## config.mk

```make
export PLATFORM = sky130hd
export DESIGN_NAME = psram_pattern_tester_flat
export DESIGN_NICKNAME = d
export VERILOG_FILES = /design/src/rtl/psram_pattern_tester_pkg.sv /design/src/rtl/psram_pattern_tester_if.sv /design/src/rtl/psram_pattern_gen.sv /design/src/rtl/psram_pattern_tester.sv /design/src/flat_wrapper.sv
export SDC_FILE = /design/constraint.sdc
export NUM_CORES = 1
export LEC_CHECK = 0
export CORE_MARGIN = 1.5
export CORE_UTILIZATION = 40
export CTS_CLUSTER_DIAMETER = 40
export DETAILED_ROUTE_END_ITERATION = 8
export PLACE_DENSITY = 0.78
export SLEW_MARGIN = 20
export SYNTH_ARGS = -nofsm -noshare
export SYNTH_HDL_FRONTEND = slang
export SYNTH_SLANG_ARGS = --single-unit
```

## constraint.sdc

```tcl
create_clock -name clk -period 1.9 [get_ports clk]
set_clock_uncertainty 0.1 [all_clocks]
set_input_delay 0.285 -clock clk [delete_from_list [all_inputs] [get_ports clk]]
set_output_delay 0.285 -clock clk [all_outputs]
set_load 0.03 [all_outputs]
```

## src/rtl/psram_pattern_tester_pkg.sv

```systemverilog
// rtl/psram_pattern_tester_pkg.sv - shared types and LFSR tap table for the PSRAM pattern tester
// Galois taps are only consumed when PSRAM_TESTER_LFSR_EN is defined.
package psram_tester_pkg;

  typedef enum logic [2:0] {
    ST_IDLE,
    ST_WR_ISSUE,
    ST_WR_WAIT_LO,
    ST_WR_WAIT_HI,
    ST_RD_ISSUE,
    ST_RD_WAIT_LO,
    ST_RD_WAIT_HI,
    ST_PASS_END
  } state_e;

  typedef enum logic [1:0] {
    MODE_INDEX = 2'd0,
    MODE_INV   = 2'd1,
    MODE_WALK  = 2'd2,
    MODE_LFSR  = 2'd3
  } mode_e;

  localparam logic [15:0] FILL_WORD = 16'hA5A5;

  // Right-shifting Galois masks for maximal-length polynomials.
  function automatic logic [63:0] lfsr_taps(input int unsigned width);
    case (width)
      8:       lfsr_taps = 64'h0000_0000_0000_00B8;
      16:      lfsr_taps = 64'h0000_0000_0000_B400;
      24:      lfsr_taps = 64'h0000_0000_00E1_0000;
      32:      lfsr_taps = 64'h0000_0000_8020_0003;
      default: lfsr_taps = 64'hD800_0000_0000_0000;
    endcase
  endfunction

endpackage

```

## src/rtl/psram_pattern_tester_if.sv

```systemverilog
// rtl/psram_pattern_tester_if.sv - ready/strobe memory-controller port of the pattern tester
interface psram_pattern_tester_if #(
  parameter int ADDR_W = 24,
  parameter int DATA_W = 16
) ();
  logic              mem_ready;
  logic [ADDR_W-1:0] mem_addr;
  logic              mem_read_strb;
  logic              mem_write_strb;
  logic [DATA_W-1:0] mem_wdata;
  logic [DATA_W-1:0] mem_rdata;

  modport master (
    input  mem_ready, mem_rdata,
    output mem_addr, mem_read_strb, mem_write_strb, mem_wdata
  );

  modport slave (
    output mem_ready, mem_rdata,
    input  mem_addr, mem_read_strb, mem_write_strb, mem_wdata
  );
endinterface

```

## src/rtl/psram_pattern_gen.sv

```systemverilog
// rtl/psram_pattern_gen.sv - word generator per index/mode; PSRAM_TESTER_LFSR_EN adds the LFSR step
// Without the macro mode 3 emits a fixed 0xA5A5 fill and has no LFSR ports.
module psram_pattern_gen
  import psram_tester_pkg::*;
#(
  parameter int DEPTH_LOG2 = 8,
  parameter int DATA_W     = 16
) (
  input  logic [DEPTH_LOG2-1:0] idx_i,
  input  mode_e                 mode_i,
`ifdef PSRAM_TESTER_LFSR_EN
  input  logic [DATA_W-1:0]     lfsr_i,
  output logic [DATA_W-1:0]     lfsr_next_o,
`endif
  output logic [DATA_W-1:0]     word_o
);

  logic [DATA_W-1:0] idx_word;
  logic [DATA_W-1:0] walk_word;
  logic [DATA_W-1:0] fill_word;
  logic [31:0]       walk_pos;

`ifdef PSRAM_TESTER_LFSR_EN
  localparam logic [DATA_W-1:0] TAPS = DATA_W'(lfsr_taps(DATA_W));
  assign lfsr_next_o = lfsr_i[0] ? ((lfsr_i >> 1) ^ TAPS) : (lfsr_i >> 1);
`endif

  always_comb begin
    idx_word  = DATA_W'(idx_i);
    walk_pos  = 32'(idx_i) % 32'(DATA_W);
    walk_word = DATA_W'(1) << walk_pos;
    fill_word = '0;
    for (int b = 0; b < DATA_W; b++) begin
      fill_word[b] = FILL_WORD[4'(b % 16)];
    end
    case (mode_i)
      MODE_INDEX: word_o = idx_word;
      MODE_INV:   word_o = ~idx_word;
      MODE_WALK:  word_o = walk_word;
`ifdef PSRAM_TESTER_LFSR_EN
      default:    word_o = lfsr_i;
`else
      default:    word_o = fill_word;
`endif
    endcase
  end

endmodule

```

## src/rtl/psram_pattern_tester.sv

```systemverilog
// rtl/psram_pattern_tester.sv - write/read-verify engine over 2**DEPTH_LOG2 words of the PSRAM port
// Optional LFSR pattern for mode 3 is enabled by defining PSRAM_TESTER_LFSR_EN.
module psram_pattern_tester
  import psram_tester_pkg::*;
#(
  parameter int                ADDR_W     = 24,
  parameter int                DATA_W     = 16,
  parameter int                DEPTH_LOG2 = 8,
  parameter int                ADDR_STEP  = 2,
  parameter logic [ADDR_W-1:0] BASE_ADDR  = '0,
  parameter int                CNT_W      = 16,
  parameter logic [63:0]       LFSR_SEED  = 64'hACE1
) (
  input  logic                 clk,
  input  logic                 rst,
  input  logic                 start,
  input  logic                 loop,
  input  logic [1:0]           mode,
  psram_pattern_tester_if.master mem,
  output logic                 busy,
  output logic                 pass_done,
  output logic [CNT_W-1:0]     pass_count,
  output logic [CNT_W-1:0]     err_count,
  output logic                 err_flag,
  output logic [ADDR_W-1:0]    err_addr,
  output logic [DATA_W-1:0]    err_expected,
  output logic [DATA_W-1:0]    err_actual
);

  localparam logic [DEPTH_LOG2-1:0] LAST_IDX = '1;

  state_e                state_q, state_d;
  mode_e                 mode_q, mode_d;
  logic [DEPTH_LOG2-1:0] idx_q, idx_d;
  logic [CNT_W-1:0]      pass_cnt_q, pass_cnt_d;
  logic                  start_q;
  logic [CNT_W-1:0]      err_cnt_q;
  logic                  err_flag_q;
  logic [ADDR_W-1:0]     err_addr_q;
  logic [DATA_W-1:0]     err_exp_q, err_act_q;
  logic                  cmp_vld_q;
  logic [ADDR_W-1:0]     cmp_addr_q;
  logic [DATA_W-1:0]     cmp_exp_q, cmp_act_q;
  logic [DATA_W-1:0]     word;
  logic [ADDR_W-1:0]     cur_addr;
  logic                  go, word_done, wr_strb, rd_strb, pass_pulse;

  assign cur_addr  = BASE_ADDR + ADDR_W'(idx_q) * ADDR_W'(ADDR_STEP);
  assign go        = loop ? start : (start && !start_q);
  assign word_done = mem.mem_ready && (state_q == ST_WR_WAIT_HI || state_q == ST_RD_WAIT_HI);

`ifdef PSRAM_TESTER_LFSR_EN
  localparam logic [DATA_W-1:0] SEED = DATA_W'(LFSR_SEED);
  logic [DATA_W-1:0] lfsr_q, lfsr_d, lfsr_next;

  // Reload at the start of each phase so reads regenerate the written sequence.
  always_comb begin
    lfsr_d = lfsr_q;
    if (state_q == ST_IDLE || state_q == ST_PASS_END ||
        (state_q == ST_WR_WAIT_HI && word_done && idx_q == LAST_IDX)) begin
      lfsr_d = SEED;
    end else if (word_done) begin
      lfsr_d = lfsr_next;
    end
  end

  always_ff @(posedge clk) begin
    if (rst) lfsr_q <= SEED;
    else     lfsr_q <= lfsr_d;
  end

  psram_pattern_gen #(.DEPTH_LOG2(DEPTH_LOG2), .DATA_W(DATA_W)) u_gen (
    .idx_i(idx_q), .mode_i(mode_q), .lfsr_i(lfsr_q), .lfsr_next_o(lfsr_next), .word_o(word)
  );
`else
  psram_pattern_gen #(.DEPTH_LOG2(DEPTH_LOG2), .DATA_W(DATA_W)) u_gen (
    .idx_i(idx_q), .mode_i(mode_q), .word_o(word)
  );
`endif

  always_comb begin
    state_d    = state_q;
    mode_d     = mode_q;
    idx_d      = idx_q;
    pass_cnt_d = pass_cnt_q;
    wr_strb    = 1'b0;
    rd_strb    = 1'b0;
    pass_pulse = 1'b0;
    case (state_q)
      ST_IDLE: if (go) begin
        state_d = ST_WR_ISSUE;
        mode_d  = mode_e'(mode);
        idx_d   = '0;
      end
      ST_WR_ISSUE: if (mem.mem_ready) begin
        wr_strb = 1'b1;
        state_d = ST_WR_WAIT_LO;
      end
      ST_WR_WAIT_LO: if (!mem.mem_ready) state_d = ST_WR_WAIT_HI;
      ST_WR_WAIT_HI: if (mem.mem_ready) begin
        idx_d   = idx_q + DEPTH_LOG2'(1);
        state_d = (idx_q == LAST_IDX) ? ST_RD_ISSUE : ST_WR_ISSUE;
      end
      ST_RD_ISSUE: if (mem.mem_ready) begin
        rd_strb = 1'b1;
        state_d = ST_RD_WAIT_LO;
      end
      ST_RD_WAIT_LO: if (!mem.mem_ready) state_d = ST_RD_WAIT_HI;
      ST_RD_WAIT_HI: if (mem.mem_ready) begin
        idx_d   = idx_q + DEPTH_LOG2'(1);
        state_d = (idx_q == LAST_IDX) ? ST_PASS_END : ST_RD_ISSUE;
      end
      ST_PASS_END: begin
        pass_pulse = 1'b1;
        pass_cnt_d = pass_cnt_q + CNT_W'(1);
        mode_d     = mode_e'(mode);
        state_d    = (loop && start) ? ST_WR_ISSUE : ST_IDLE;
      end
      default: state_d = ST_IDLE;
    endcase
  end

  always_ff @(posedge clk) begin
    if (rst) begin
      state_q    <= ST_IDLE;
      mode_q     <= MODE_INDEX;
      idx_q      <= '0;
      pass_cnt_q <= '0;
      start_q    <= 1'b0;
      err_cnt_q  <= '0;
      err_flag_q <= 1'b0;
      err_addr_q <= '0;
      err_exp_q  <= '0;
      err_act_q  <= '0;
      cmp_vld_q  <= 1'b0;
      cmp_addr_q <= '0;
      cmp_exp_q  <= '0;
      cmp_act_q  <= '0;
    end else begin
      state_q    <= state_d;
      mode_q     <= mode_d;
      idx_q      <= idx_d;
      pass_cnt_q <= pass_cnt_d;
      start_q    <= start;
      cmp_vld_q  <= word_done && (state_q == ST_RD_WAIT_HI);
      if (word_done && state_q == ST_RD_WAIT_HI) begin
        cmp_addr_q <= cur_addr;
        cmp_exp_q  <= word;
        cmp_act_q  <= mem.mem_rdata;
      end
      // Only the first mismatch since reset is captured.
      if (cmp_vld_q && cmp_exp_q != cmp_act_q) begin
        if (err_cnt_q != '1) err_cnt_q <= err_cnt_q + CNT_W'(1);
        err_flag_q <= 1'b1;
        if (!err_flag_q) begin
          err_addr_q <= cmp_addr_q;
          err_exp_q  <= cmp_exp_q;
          err_act_q  <= cmp_act_q;
        end
      end
    end
  end

  assign mem.mem_write_strb = wr_strb;
  assign mem.mem_read_strb  = rd_strb;
  assign mem.mem_addr       = (state_q == ST_IDLE) ? '0 : cur_addr;
  assign mem.mem_wdata      = (state_q == ST_IDLE) ? '0 : word;
  assign busy               = (state_q != ST_IDLE);
  assign pass_done          = pass_pulse;
  assign pass_count         = pass_cnt_q;
  assign err_count          = err_cnt_q;
  assign err_flag           = err_flag_q;
  assign err_addr           = err_addr_q;
  assign err_expected       = err_exp_q;
  assign err_actual         = err_act_q;

endmodule

```

## src/flat_wrapper.sv

```systemverilog
// flat-port wrapper written by rule: the top's interface ports become plain ports
module psram_pattern_tester_flat import psram_tester_pkg::*;
#(
  parameter int                ADDR_W     = 24,
  parameter int                DATA_W     = 16,
  parameter int                DEPTH_LOG2 = 8,
  parameter int                ADDR_STEP  = 2,
  parameter logic [ADDR_W-1:0] BASE_ADDR  = '0,
  parameter int                CNT_W      = 16,
  parameter logic [63:0]       LFSR_SEED  = 64'hACE1
)
  (clk, rst, start, loop, mode, busy, pass_done, pass_count, err_count, err_flag, err_addr, err_expected, err_actual, mem_mem_ready, mem_mem_rdata, mem_mem_addr, mem_mem_read_strb, mem_mem_write_strb, mem_mem_wdata);
  psram_pattern_tester_if #(.ADDR_W(ADDR_W), .DATA_W(DATA_W)) mem_i ();
  input  logic clk;
  input  logic rst;
  input  logic start;
  input  logic loop;
  input  logic [1:0] mode;
  output logic busy;
  output logic pass_done;
  output logic [CNT_W-1:0] pass_count;
  output logic [CNT_W-1:0] err_count;
  output logic err_flag;
  output logic [ADDR_W-1:0] err_addr;
  output logic [DATA_W-1:0] err_expected;
  output logic [DATA_W-1:0] err_actual;
  input wire logic [$bits(mem_i.mem_ready)-1:0] mem_mem_ready;
  input wire logic [$bits(mem_i.mem_rdata)-1:0] mem_mem_rdata;
  output wire logic [$bits(mem_i.mem_addr)-1:0] mem_mem_addr;
  output wire logic [$bits(mem_i.mem_read_strb)-1:0] mem_mem_read_strb;
  output wire logic [$bits(mem_i.mem_write_strb)-1:0] mem_mem_write_strb;
  output wire logic [$bits(mem_i.mem_wdata)-1:0] mem_mem_wdata;
  assign mem_i.mem_ready = mem_mem_ready;
  assign mem_i.mem_rdata = mem_mem_rdata;
  assign mem_mem_addr = mem_i.mem_addr;
  assign mem_mem_read_strb = mem_i.mem_read_strb;
  assign mem_mem_write_strb = mem_i.mem_write_strb;
  assign mem_mem_wdata = mem_i.mem_wdata;
  psram_pattern_tester #(.ADDR_W(ADDR_W), .DATA_W(DATA_W), .DEPTH_LOG2(DEPTH_LOG2), .ADDR_STEP(ADDR_STEP), .BASE_ADDR(BASE_ADDR), .CNT_W(CNT_W), .LFSR_SEED(LFSR_SEED)) u_core (.clk(clk), .rst(rst), .start(start), .loop(loop), .mode(mode), .mem(mem_i), .busy(busy), .pass_done(pass_done), .pass_count(pass_count), .err_count(err_count), .err_flag(err_flag), .err_addr(err_addr), .err_expected(err_expected), .err_actual(err_actual));
endmodule
```

# Word-level counts from Yosys, hierarchy flattened
# Index checks and enable logic that the tools add are counted.
# word_totals
output_inout_bits	133
wordCells	82
register_bits	128
# op_classes
shifts	1
n_addsub	3
n_reduce_logical	18
eq_ne	20
mux	24
bitwise_logic	2
# ops
op	n
16-bit case mux with 3 select lines	1
16-bit by 1-bit adder with 16-bit output (second input constant)	2
3-bit 2-to-1 mux	8
3-bit case mux with 8 select lines	1
16-bit 2-to-1 mux	1
8-bit 2-to-1 mux	2
16-bit inequality test	1
16-bit inequality test (second input constant)	1
8-bit inverter with 16-bit output	1
8-bit case mux with 2 select lines	1
1-bit by 4-bit << shifter with 16-bit output (first input constant)	1
3-bit equality test (second input constant)	4
2-bit inequality test (second input constant)	6
9-bit 2-to-1 mux	1
8-bit by 1-bit adder with 8-bit output (second input constant)	1
8-bit equality test (second input constant)	1
7-bit AND reduction	1
3-bit by 2-bit equality test with 1-bit output (second input constant)	2
1-bit 2-to-1 mux	6
2-bit AND reduction	3
1-bit logical AND	5
2-bit 2-to-1 mux	2
2-bit by 1-bit inequality test with 1-bit output (second input constant)	2
2-bit case mux with 2 select lines	1
other kinds (12)	13

# Logic depth before layout (Yosys ltp)
# Gate-level depths: netlist (run 1).
# logic_depth
word_depth	5
depth_mapped	7

# By module
# A second synthesis (run 1) with hierarchy kept.
# hier_totals
cells_unflattened	752
area_unflattened_um2	6368.6
# by_module_without_submodules
module	area_per_inst_um2	cells_each	n_inst
psram_pattern_tester	6079.6	706	1
psram_pattern_gen	289.0	46	1

# Worst setup path before layout (run 1)
# No wires, ideal clock.
# synth_timing
path_kind	register to register
startpoint	register u_core.err_cnt_q[0] (netlist: u_core.err_count[0])
endpoint	register u_core.err_cnt_q[0] (netlist: u_core.err_count[0])
path_slack_ps	-323
stages_incl_launch_ff	8
n_path_buf	1
setup_ps	123
t_arrival_ps	1999
period_less_slack_ps	2223
required_time_ps	1677
cell_sequence	dfxtp_1 > ha_1 > and4_1 > buf_2 > nand2_1 > nor4_4 > nor3_1 > mux2_1
# synth_via
elab_chain_len	2
# synth_lines
element	line_no	source
start: declaration	psram_pattern_tester.sv:37	logic [CNT_W-1:0] err_cnt_q;
start signal: assignment	psram_pattern_tester.sv:153	if (err_cnt_q != '1) err_cnt_q <= err_cnt_q + CNT_W'(1);
parallel branches: the longest is 2 deep, another holds 16-bit by 1-bit adder with 16-bit output	--	
# Parallel ways; which one is timed is not known.
# A chain may end at the register's enable or synchronous reset.

# Worst setup path in the final report (run 1)
# layout_timing
startpoint	register u_core.idx_q[1]
endpoint	output mem_mem_wdata[2]
# layout_via
elab_chain_len	3
# layout_lines
element	line_no	source
start: declaration	psram_pattern_tester.sv:34	logic [DEPTH_LOG2-1:0] idx_q, idx_d;
start signal: assignment	psram_pattern_tester.sv:142	idx_q <= idx_d;
1-bit by 4-bit << shifter with 16-bit output	psram_pattern_gen.sv:31	walk_word = DATA_W'(1) << walk_pos;
16-bit case mux with 3 select lines	psram_pattern_gen.sv:36	case (mode_i)
16-bit 2-to-1 mux	psram_pattern_tester.sv:167	assign mem.mem_wdata = (state_q == ST_IDLE) ? '0 : word;
end: declaration	flat_wrapper.sv:32	output wire logic [$bits(mem_i.mem_wdata)-1:0] mem_mem_wdata;
# No other way between the ends.

==> out/qor_table.md, run 1 <==
| Parameter | Value | Unit |
|---|---|---|
| Count of port buffers added during placement | 123 | - |
| Max Root-Sink Buffers | 2 | - |
| Cell types occupying the most area after synthesis | dfxtp_1, nand2b_1, mux2i_1 | - |
| Antenna violations before repair | 0 | - |
| Top_reg_cell synth | dfxtp_1 | - |
| Number of flops mapped to enable cells by yosys | 0 | - |
| Worst-case reg-to-reg path depth | 6 | - |
| Clk sink count | 128 | - |
| DR vias/cell | 5.03 | - |
| Footprint of the multi-input gates | 3880 | um^2 |
| Via count of the routed design | 5935 | - |
| Min-Delay Path Depth | 2 | - |
| Initial drt markers | 437 | - |
| Ports | 156 | - |
| Net count of the finished layout | 986 | - |
| Critical path depth | 6 | - |
| Synth Instances | 747 | - |
| Vias in the first global route | 5335 | - |
| Commonest non-fill, non-tap cell in the layout | buf_4 | - |
| Die height | 129 | um |
| Wire length of the first global-routing pass | 26.9 | mm |
| Area of all sequential standard cells | 2630 | um^2 |
| Share of async-settable or async-resettable flops after synthesis | 0 | - |
| Final setup margin | -0.331 | ns |
| Number of flip-flops and latches in the synthesized netlist | 128 | - |
| Crit end category | primary output | - |
| Max-capacitance violation count | 0 | - |
| Average routed wire per standard cell | 16.1 | um |
| Largest voltage drop on the vdd net | 0.000633 | V |
| Core Area | 15300 | um^2 |
| Max Transition Viols Final | 0 | - |
| Endpoints failing hold | 0 | - |
| Most frequent cells in the layout | buf_4, dfxtp_1, nand2b_1 | - |
| Sum of buffers and inverters on the critical path | 2 | - |
| Post-detailed-routing wire length | 19.0 | mm |
| Number of filler cells placed in the layout | 1189 | - |
| Synth Cell Area | 6330 | um^2 |
| Worst min-delay path category | input port to flop | - |
| Number of buffers inserted during clock tree synthesis | 17 | - |
| Proportion of netlist area held by the largest area contributor | 0.405 | - |
| Total Die Area | 16600 | um^2 |
| DRC errors left | 0 | - |
| Final core occ | 0.643 | - |
| Kind of start point of the critical path | flop | - |
| Critical path's largest stage delay | 0.36 | ns |
| Pin count of the biggest net entering global routing | 75 | - |
| Cell Count, Final, Fillers Out | 1179 | - |
| Worst-path fanout max | 4 | - |
| Layout-stage area growth over the synthesis result | 55.6 | % |
| RSZ-0062 raised after global routing | yes | - |
| Final cycle utilization of the critical path | 1.17 | - |
| Tmin final | 2.23 | ns |
| Synth Area per Inst | 8.47 | um^2 |
| Critical path's top delay family | compound AO/OA/AOI/OAI gates | - |
| Half-perimeter wire length of the detailed placement result | 11.5 | mm |
| Critical path required time | 1.51 | ns |
| Worst path arrival time | 1.85 | ns |
| PwrDens | 690 | nW/um^2 |
| Run status | finished with violations | - |
| Fmax achieved | 448 | MHz |
| Total instance count after detailed placement | 1107 | - |
| Crit-path slowest cell | a221oi_2 | - |
| Hold buffers post-CTS | 0 | - |
| Global routing usage summed across all routing layers | 0.206 | - |
| Critical Path Most Common Cell | buf_6 | - |
| Effective utilization at floorplan | 0.413 | - |
| Congestion Overflow GR | 0 | - |
| Layout cells sized above 1 | 0.303 | - |
| Fraction of the yosys area taken by sequential cells | 0.405 | - |
| Cell at the root of the clock tree | clkbuf_16 | - |
| Worst-Skew Late Latency | 0.42 | ns |
| FP Rows | 45 | - |
| Yosys Warn Count | 0 | - |
| Final setup violation count | 16 | - |
| Failing checks | negative setup slack | - |
| Total chip power | 6790 | uW |
| Critical path, cell by cell | buf_6 -> ha_4 -> a21o_1 -> a221oi_2 -> nor2_2 -> buf_6 | - |
| Cell type with the largest total area after synthesis | dfxtp_1 | - |
| Count of distinct cell types in the synthesized netlist | 48 | - |
| Leak | 0.00381 | uW |
| Pre-antenna DRT Iters | 5 | - |
| H-tree depth | 4 | - |
| ANT nets after route | 0 | - |
| Clock transition at path regs | 0.06 | ns |
| TritonCTS clock tree | done | - |
| Die Span X | 129 | um |
| Diode count | 0 | - |
| Critical path start-end classification | flop to primary output | - |
| GP Congestion | 0.859 | - |
-- path summary, 6_finish.rpt --
| path | endpoint | start | slack, ns |
|---|---|---|---|
| setup / recovery | mem_mem_wdata[2] | u_core.idx_q[1]$_SDFFE_PP0P_ | -0.33 |
| hold / removal | u_core.idx_q[1]$_SDFFE_PP0P_ | rst | 0.16 |
| setup reg to reg | u_core.err_count[15]$_SDFFE_PP0P_ | u_core.cmp_act_q[0]$_SDFFE_PP0P_ | 0.02 |
| hold reg to reg | u_core.cmp_addr_q[6]$_SDFFE_PP0P_ | u_core.cmp_addr_q[6]$_SDFFE_PP0P_ | 0.36 |
-- layout make-up --
class	instances	share of cell area
Sequential cell	128	0.267
Multi-Input combinational cell	558	0.394
Clock inverter	9	0.0133
Clock buffer	22	0.0492
Inverter	10	0.00381
Tap cell	211	0.0268
Timing Repair Buffer	241	0.246
-- cell families after synthesis --
family | after synthesis | share of synthesized area
DFF | 128 | 0.405
AOI/OAI and AO/OA | 114 | 0.113
muxes | 44 | 0.0700
buffers and inverters | 92 | 0.0759
other | 1 | 0.000593
adders and majority gates | 7 | 0.0138
xor gates and xnor gates | 42 | 0.0581
and+or+nand+nor | 319 | 0.264
-- through the flow --
step	setup TNS, ns	setup slack (ns)	hold WS [ns]	area [um^2]
6_report	-3.37	-0.331	0.159	9850
5_1_grt	-4.30	-0.399	0.179	9850
4_1_cts	-3.21	-0.263	0.132	9230
3_5_place_dp	-0.168	-0.0557	0.349	8280
3_3_place_gp	-0.0489	-0.0475	0.343	8280
2_1_floorplan	-0.0960	-0.0481	0.313	6530
-- power breakdown --
part | switching (uW) | leakage [uW] | total [uW] | internal (uW)
combinational | 402 | 0.00247 | 705 | 303
clock | 1200 | 0.000294 | 3390 | 2190
sequential | 10.7 | 0.00105 | 2700 | 2690
total | 1610 | 0.00381 | 6790 | 5180
-- cells in the mapped netlist (6+ instances only) --
cell      count
xnor2_1      31
ha_1          7
a21oi_1      56
nand3_1      11
nor2b_1      15
buf_2         9
a211oi_1     22
xor2_1       11
or4_1         6
buf_4        33
nor2_1       76
nand2_1      71
nor3_1        9
clkbuf_1     37
and4_1        6
and3_1        6
nand4_1      14
nand2b_1     86
o21ai_0       9
a31oi_1       6
o31ai_1       6
dfxtp_1     128
mux2i_1      42
inv_1        10
-- sequential cells by signal, summed over array words and instances, names as in the netlist, 3 cells and up --
signal and flops:
u_core.err_actual 16, u_core.err_addr 8, u_core.err_expected 16, u_core.cmp_exp_q 16
u_core.idx_q 8, u_core.state_q 3, u_core.cmp_act_q 16, u_core.err_count 16
u_core.pass_count 16, u_core.cmp_addr_q 8
-- routing by layer --
layer	GRT usage	share of wire	vias to the layer above
met1	0.272	0.43	2800
li1	-	-	2898
met3	0.0466	0.051	34
met4	0.0734	0.023	0
met2	0.332	0.49	203
met5	0	0	-
-- timing repair --
action / 4_1_cts / 5_1_grt
cloned: 0 / 3
setup buffers: 22 / 22
pin swaps: 18 / 38
endpoints found under the setup margin: 49 / 102
resized for setup: 67 / 115
No activity file was read; power rests on OpenSTA's default activity.
==> run 2, diff against run 1 <==
--- a/config.mk
+++ b/config.mk
@@ -9,8 +9,10 @@
 export CORE_UTILIZATION = 40
 export CTS_CLUSTER_DIAMETER = 40
 export DETAILED_ROUTE_END_ITERATION = 8
-export PLACE_DENSITY = 0.78
+export PLACE_DENSITY = 0.77
 export SLEW_MARGIN = 20
 export SYNTH_ARGS = -nofsm -noshare
 export SYNTH_HDL_FRONTEND = slang
+export SYNTH_HIERARCHICAL = 1
 export SYNTH_SLANG_ARGS = --single-unit
+export TNS_END_PERCENT = 20
==> run 2 against run 1 <==
Effect of this change: the flow still finishes with violations (negative setup slack); via count decreased by 5.5%; power decreased by 4.7%; synthesized cell count increased by 0.67%; die area increased by 0.61%; sequential cell count unchanged; first-iteration DRC count increased by 15%; combinational power decreased by 3.7%; design area decreased by 5.0%; count of clock-buffer cells in the layout increased by 3; sequential share of layout area increased by 1.4 points; critical endpoint is now mem_mem_wdata[0]; largest power group unchanged.
==> out/qor_table.md, run 2 <==
| Parameter | Value | Unit | Delta |
|---|---|---|---|
| Via count of the routed design | 5611 | - | -5.5% |
| Final cycle utilization of the critical path | 1.09 | - | -0.0831 |
| Run status | finished with violations | - |  |
| Ports | 156 | - | unchanged |
| Cell types occupying the most area after synthesis | dfxtp_1, nand2b_1, mux2i_1 | - |  |
| Post-detailed-placement cell area | 8220 | um^2 | -0.73% |
| Antenna violations before repair | 0 | - | unchanged |
| Wire length of the first global-routing pass | 25.9 | mm | -3.7% |
| Setup_tns | -3.21 | ns | +0.152 ns |
| GP Congestion | 0.845 | - | -1.6% |
| Die height | 129 | um | +0.31% |
| Diode count | 0 | - | unchanged |
| Yosys Warn Count | 6 | - | +6 |
| Critical path required time | 1.51 | ns | about the same |
| Worst-case reg-to-reg path depth | 8 | - | +2 |
| Global routing usage summed across all routing layers | 0.199 | - | -0.00752 |
| Power share of the combinational group | 0.105 | - | about the same |
| Total Die Area | 16700 | um^2 | +0.61% |
| Max Root-Sink Buffers | 2 | - | unchanged |
| PwrDens | 691 | nW/um^2 | +0.26% |
| Hold buffers post-CTS | 0 | - | unchanged |
| Min-Delay Path Depth | 2 | - | unchanged |
| Most frequent cells in the layout | nand2_1, dfxtp_1, nand2b_1 | - |  |
| Average routed wire per standard cell | 14.8 | um | -8.3% |
| RSZ-0062 raised after global routing | yes | - |  |
| Initial drt markers | 504 | - | +15% |
| Launch instance of the worst register-to-register path | u_core/cmp_exp_q[9]$_SDFFE_PP0P_ | - |  |
| Internal power | 4940 | uW | -4.6% |
| Number of flip-flops and latches in the synthesized netlist | 128 | - | unchanged |
| Count of distinct cell types in the synthesized netlist | 52 | - | +8.3% |
| Pre-antenna DRT Iters | 4 | - | -1 |
| Fmax achieved | 482 | MHz | +7.6% |
| Critical path's largest stage delay | 0.37 | ns | about the same |
| Part of the total power dissipated in sequential elements | 0.417 | - | +0.020 |
| Synth Instances | 752 | - | +0.67% |
| DR vias/cell | 4.94 | - | -1.8% |
| DRC errors left | 0 | - | unchanged |
| Synth Area per Inst | 8.47 | um^2 | about the same |
| Number of buffers inserted during clock tree synthesis | 17 | - | unchanged |
| Critical path, cell by cell | buf_4 -> nor4_4 -> o21ai_1 -> nand2_1 -> and2_4 -> buf_12 | - |  |
| Effective utilization at floorplan | 0.414 | - | +0.00109 |
| FP Rows | 45 | - | unchanged |
| Capturing point of the worst reg2reg path | u_core/err_actual[0]$_SDFFE_PP0P_ | - |  |
| Leak | 0.00364 | uW | -4.6% |
| Post-layout instance area | 9360 | um^2 | -5.0% |
| Final setup margin | -0.173 | ns | +0.158 ns |
| Launch instance of the worst min-delay path | rst | - |  |
| Worst-path fanout max | 7 | - | +3 |
| Number of flops mapped to enable cells by yosys | 0 | - | unchanged |
| Count of port buffers added during placement | 123 | - | unchanged |
| Switching power as a share of total power | 0.236 | - | -0.000999 |
| Worst path arrival time | 1.69 | ns | -0.16 ns |
| Cell at the root of the clock tree | clkbuf_16 | - |  |
| Half-perimeter wire length of the detailed placement result | 11.2 | mm | -3.1% |
| Commonest non-fill, non-tap cell in the layout | nand2_1 | - |  |
| Number of filler cells placed in the layout | 1305 | - | +9.8% |
| Top_reg_cell synth | dfxtp_1 | - |  |
| Sum of buffers and inverters on the critical path | 2 | - | unchanged |
| Most common cell in the synthesized netlist | dfxtp_1 | - |  |
| Hold Path Sink | u_core/cmp_act_q[15]$_SDFFE_PP0P_ | - |  |
| Critical path start-end classification | flop to primary output | - |  |
| Clk sink count | 128 | - | unchanged |
| Largest voltage drop on the vdd net | 0.000597 | V | -5.7% |
| Post-detailed-routing wire length | 16.8 | mm | -12% |
| Failing checks | negative setup slack | - |  |
| Layout-stage area growth over the synthesis result | 46.9 | % |  |
| Proportion of netlist area held by the largest area contributor | 0.402 | - | -0.00255 |
| Crit end category | primary output | - |  |
| ANT nets after route | 0 | - | unchanged |
| Tmin final | 2.07 | ns | -0.158 ns |
| Worst-Skew Late Latency | 0.41 | ns | about the same |
| Max Transition Viols Final | 0 | - | unchanged |
| Synth Cell Area | 6370 | um^2 | +0.63% |
| Layout cells sized above 1 | 0.256 | - | -0.0462 |
| Max-capacitance violation count | 0 | - | unchanged |
| H-tree depth | 4 | - | unchanged |
| Kind of start point of the critical path | flop | - |  |
| Share of power burned in the clock network | 0.478 | - | -0.021 |
| Core Area | 15400 | um^2 | +0.37% |
| Endpoints failing hold | 0 | - | unchanged |
| FF-to-FF setup slack | -0.06 | ns | -0.08 ns |
| Share of async-settable or async-resettable flops after synthesis | 0 | - | unchanged |
| Critical path's top delay family | simple AND/OR/NAND/NOR gates | - |  |
| TritonCTS clock tree | done | - |  |
| Cell type with the largest total area after synthesis | dfxtp_1 | - |  |
| Worst min-delay path category | input port to flop | - |  |
| Final setup violation count | 55 | - | +39 |
| Most instantiated cells after synthesis | dfxtp_1, nand2_1, nand2b_1 | - |  |
| Fraction of the yosys area taken by sequential cells | 0.402 | - | -0.00255 |
| Vias in the first global route | 5143 | - | -3.6% |
| Clock transition at path regs | 0.06 | ns | about the same |
| Congestion Overflow GR | 0 | - | unchanged |
| Psw | 1530 | uW | -5.1% |
| Net count of the finished layout | 938 | - | -4.9% |
| Pin count of the biggest net entering global routing | 60 | - | -20% |
| Crit-path slowest cell | dfxtp_4 | - |  |
| Die Span X | 129 | um | +0.31% |
-- run 2: cell types whose count changed in the layout (fill, tap and decap cells not counted), sizes merged, moves of 5 or more --
cell | previous run | this run
a211oi | 22 | 2
nor2 | 76 | 37
nor2b | 15 | 10
buf | 144 | 94
nand3 | 11 | 16
and2 | 2 | 25
dlygate4sd2 | 12 | 17
nand2 | 71 | 108
xor2 | 11 | 16
o21ai | 9 | 18
mux2 | 2 | 8
inv | 10 | 4
-- run 2: worst register-to-register path: cells and delay by family, from the launching register on --
| kind | cells | cell delay [ns] |
|---|---|---|
| buffers and inverters | 3 | 0.51 |
| multiplexers | 1 | 0.22 |
| XOR/XNOR | 1 | 0.13 |
| flip-flops | 1 | 0.35 |
| AND/OR/NAND/NOR | 3 | 0.57 |
-- run 2: worst max path at each step --
stage	startpoint	to	slack, ns	depth (start not counted)
3_5_place_dp	mem_mem_ready	u_core/idx_q[7]$_SDFFE_PP0P_	-0.14	6
4_1_cts	u_core/mode_q[0]$_SDFFE_PP0P_	mem_mem_wdata[3]	-0.16	5
2_1_floorplan	u_core/err_count[2]$_SDFFE_PP0P_	u_core/err_count[13]$_SDFFE_PP0P_	-0.006	5
5_1_grt	u_core/mode_q[0]$_SDFFE_PP0P_	mem_mem_wdata[4]	-0.24	5
6_report	u_core/idx_q[0]$_SDFFE_PP0P_	mem_mem_wdata[0]	-0.17	6
3_3_place_gp	mem_mem_ready	u_core/idx_q[7]$_SDFFE_PP0P_	-0.12	6
-- run 2: routing by layer --
metal,GRT usage,wire length (um)
met5,0,0
met2,0.311,8000
met1,0.262,7640
met4,0.0747,227
met3,0.0533,918
-- run 2: area by class of cell --
type / count / area, um^2 / share of cell area
Clock inverter: 6 / 55.1 / 0.00588
Sequential cell: 128 / 2620 / 0.280
Multi-Input combinational cell: 572 / 3820 / 0.408
Timing Repair Buffer: 189 / 2080 / 0.222
Inverter: 4 / 15.0 / 0.00160
Clock buffer: 25 / 505 / 0.0540
Tap cell: 211 / 264 / 0.0282
-- run 2: stage by stage --
stage                     hold slack (ns)  cells  setup WS, ns  utilization  total power [uW]
final                               0.213   1135        -0.173        0.609              6470
after global placement              0.343   1089        -0.123        0.535              3340
after detailed placement            0.348   1089        -0.141        0.535              3340
after CTS                           0.201   1129        -0.161        0.586              6490
after floorplan                     0.299    783      -0.00562            -              3160
after global routing                0.240   1135        -0.244        0.609              6690
-- run 2: cells by family (layout without fill, tap and decap cells) --
| group | after synthesis | count (layout) | share of synthesized area |
|---|---|---|---|
| AOI/OAI and AO/OA | 92 | 92 | 0.0813 |
| xor gates and xnor gates | 43 | 43 | 0.0591 |
| adders and majority gates | 3 | 3 | 0.00589 |
| buffers and inverters | 83 | 224 | 0.0727 |
| DFF | 128 | 128 | 0.402 |
| muxes | 53 | 53 | 0.0849 |
| other | 1 | 32 | 0.000589 |
| and+or+nand+nor | 349 | 349 | 0.293 |
-- run 2: power groups by stage --
stage | clock network, uW | logic [uW] | registers, uW
2_1_floorplan | 0 | 399 | 2760
3_3_place_gp | 0 | 575 | 2760
3_5_place_dp | 0 | 575 | 2760
4_1_cts | 3140 | 647 | 2700
5_1_grt | 3270 | 721 | 2700
6_report | 3090 | 679 | 2700
-- run 2: what timing repair did --
action	CTS	global route
resized for setup	71	81
setup endpoints to repair	44	93
buffers inserted	9	5
pin swaps	11	19
gates cloned	0	1
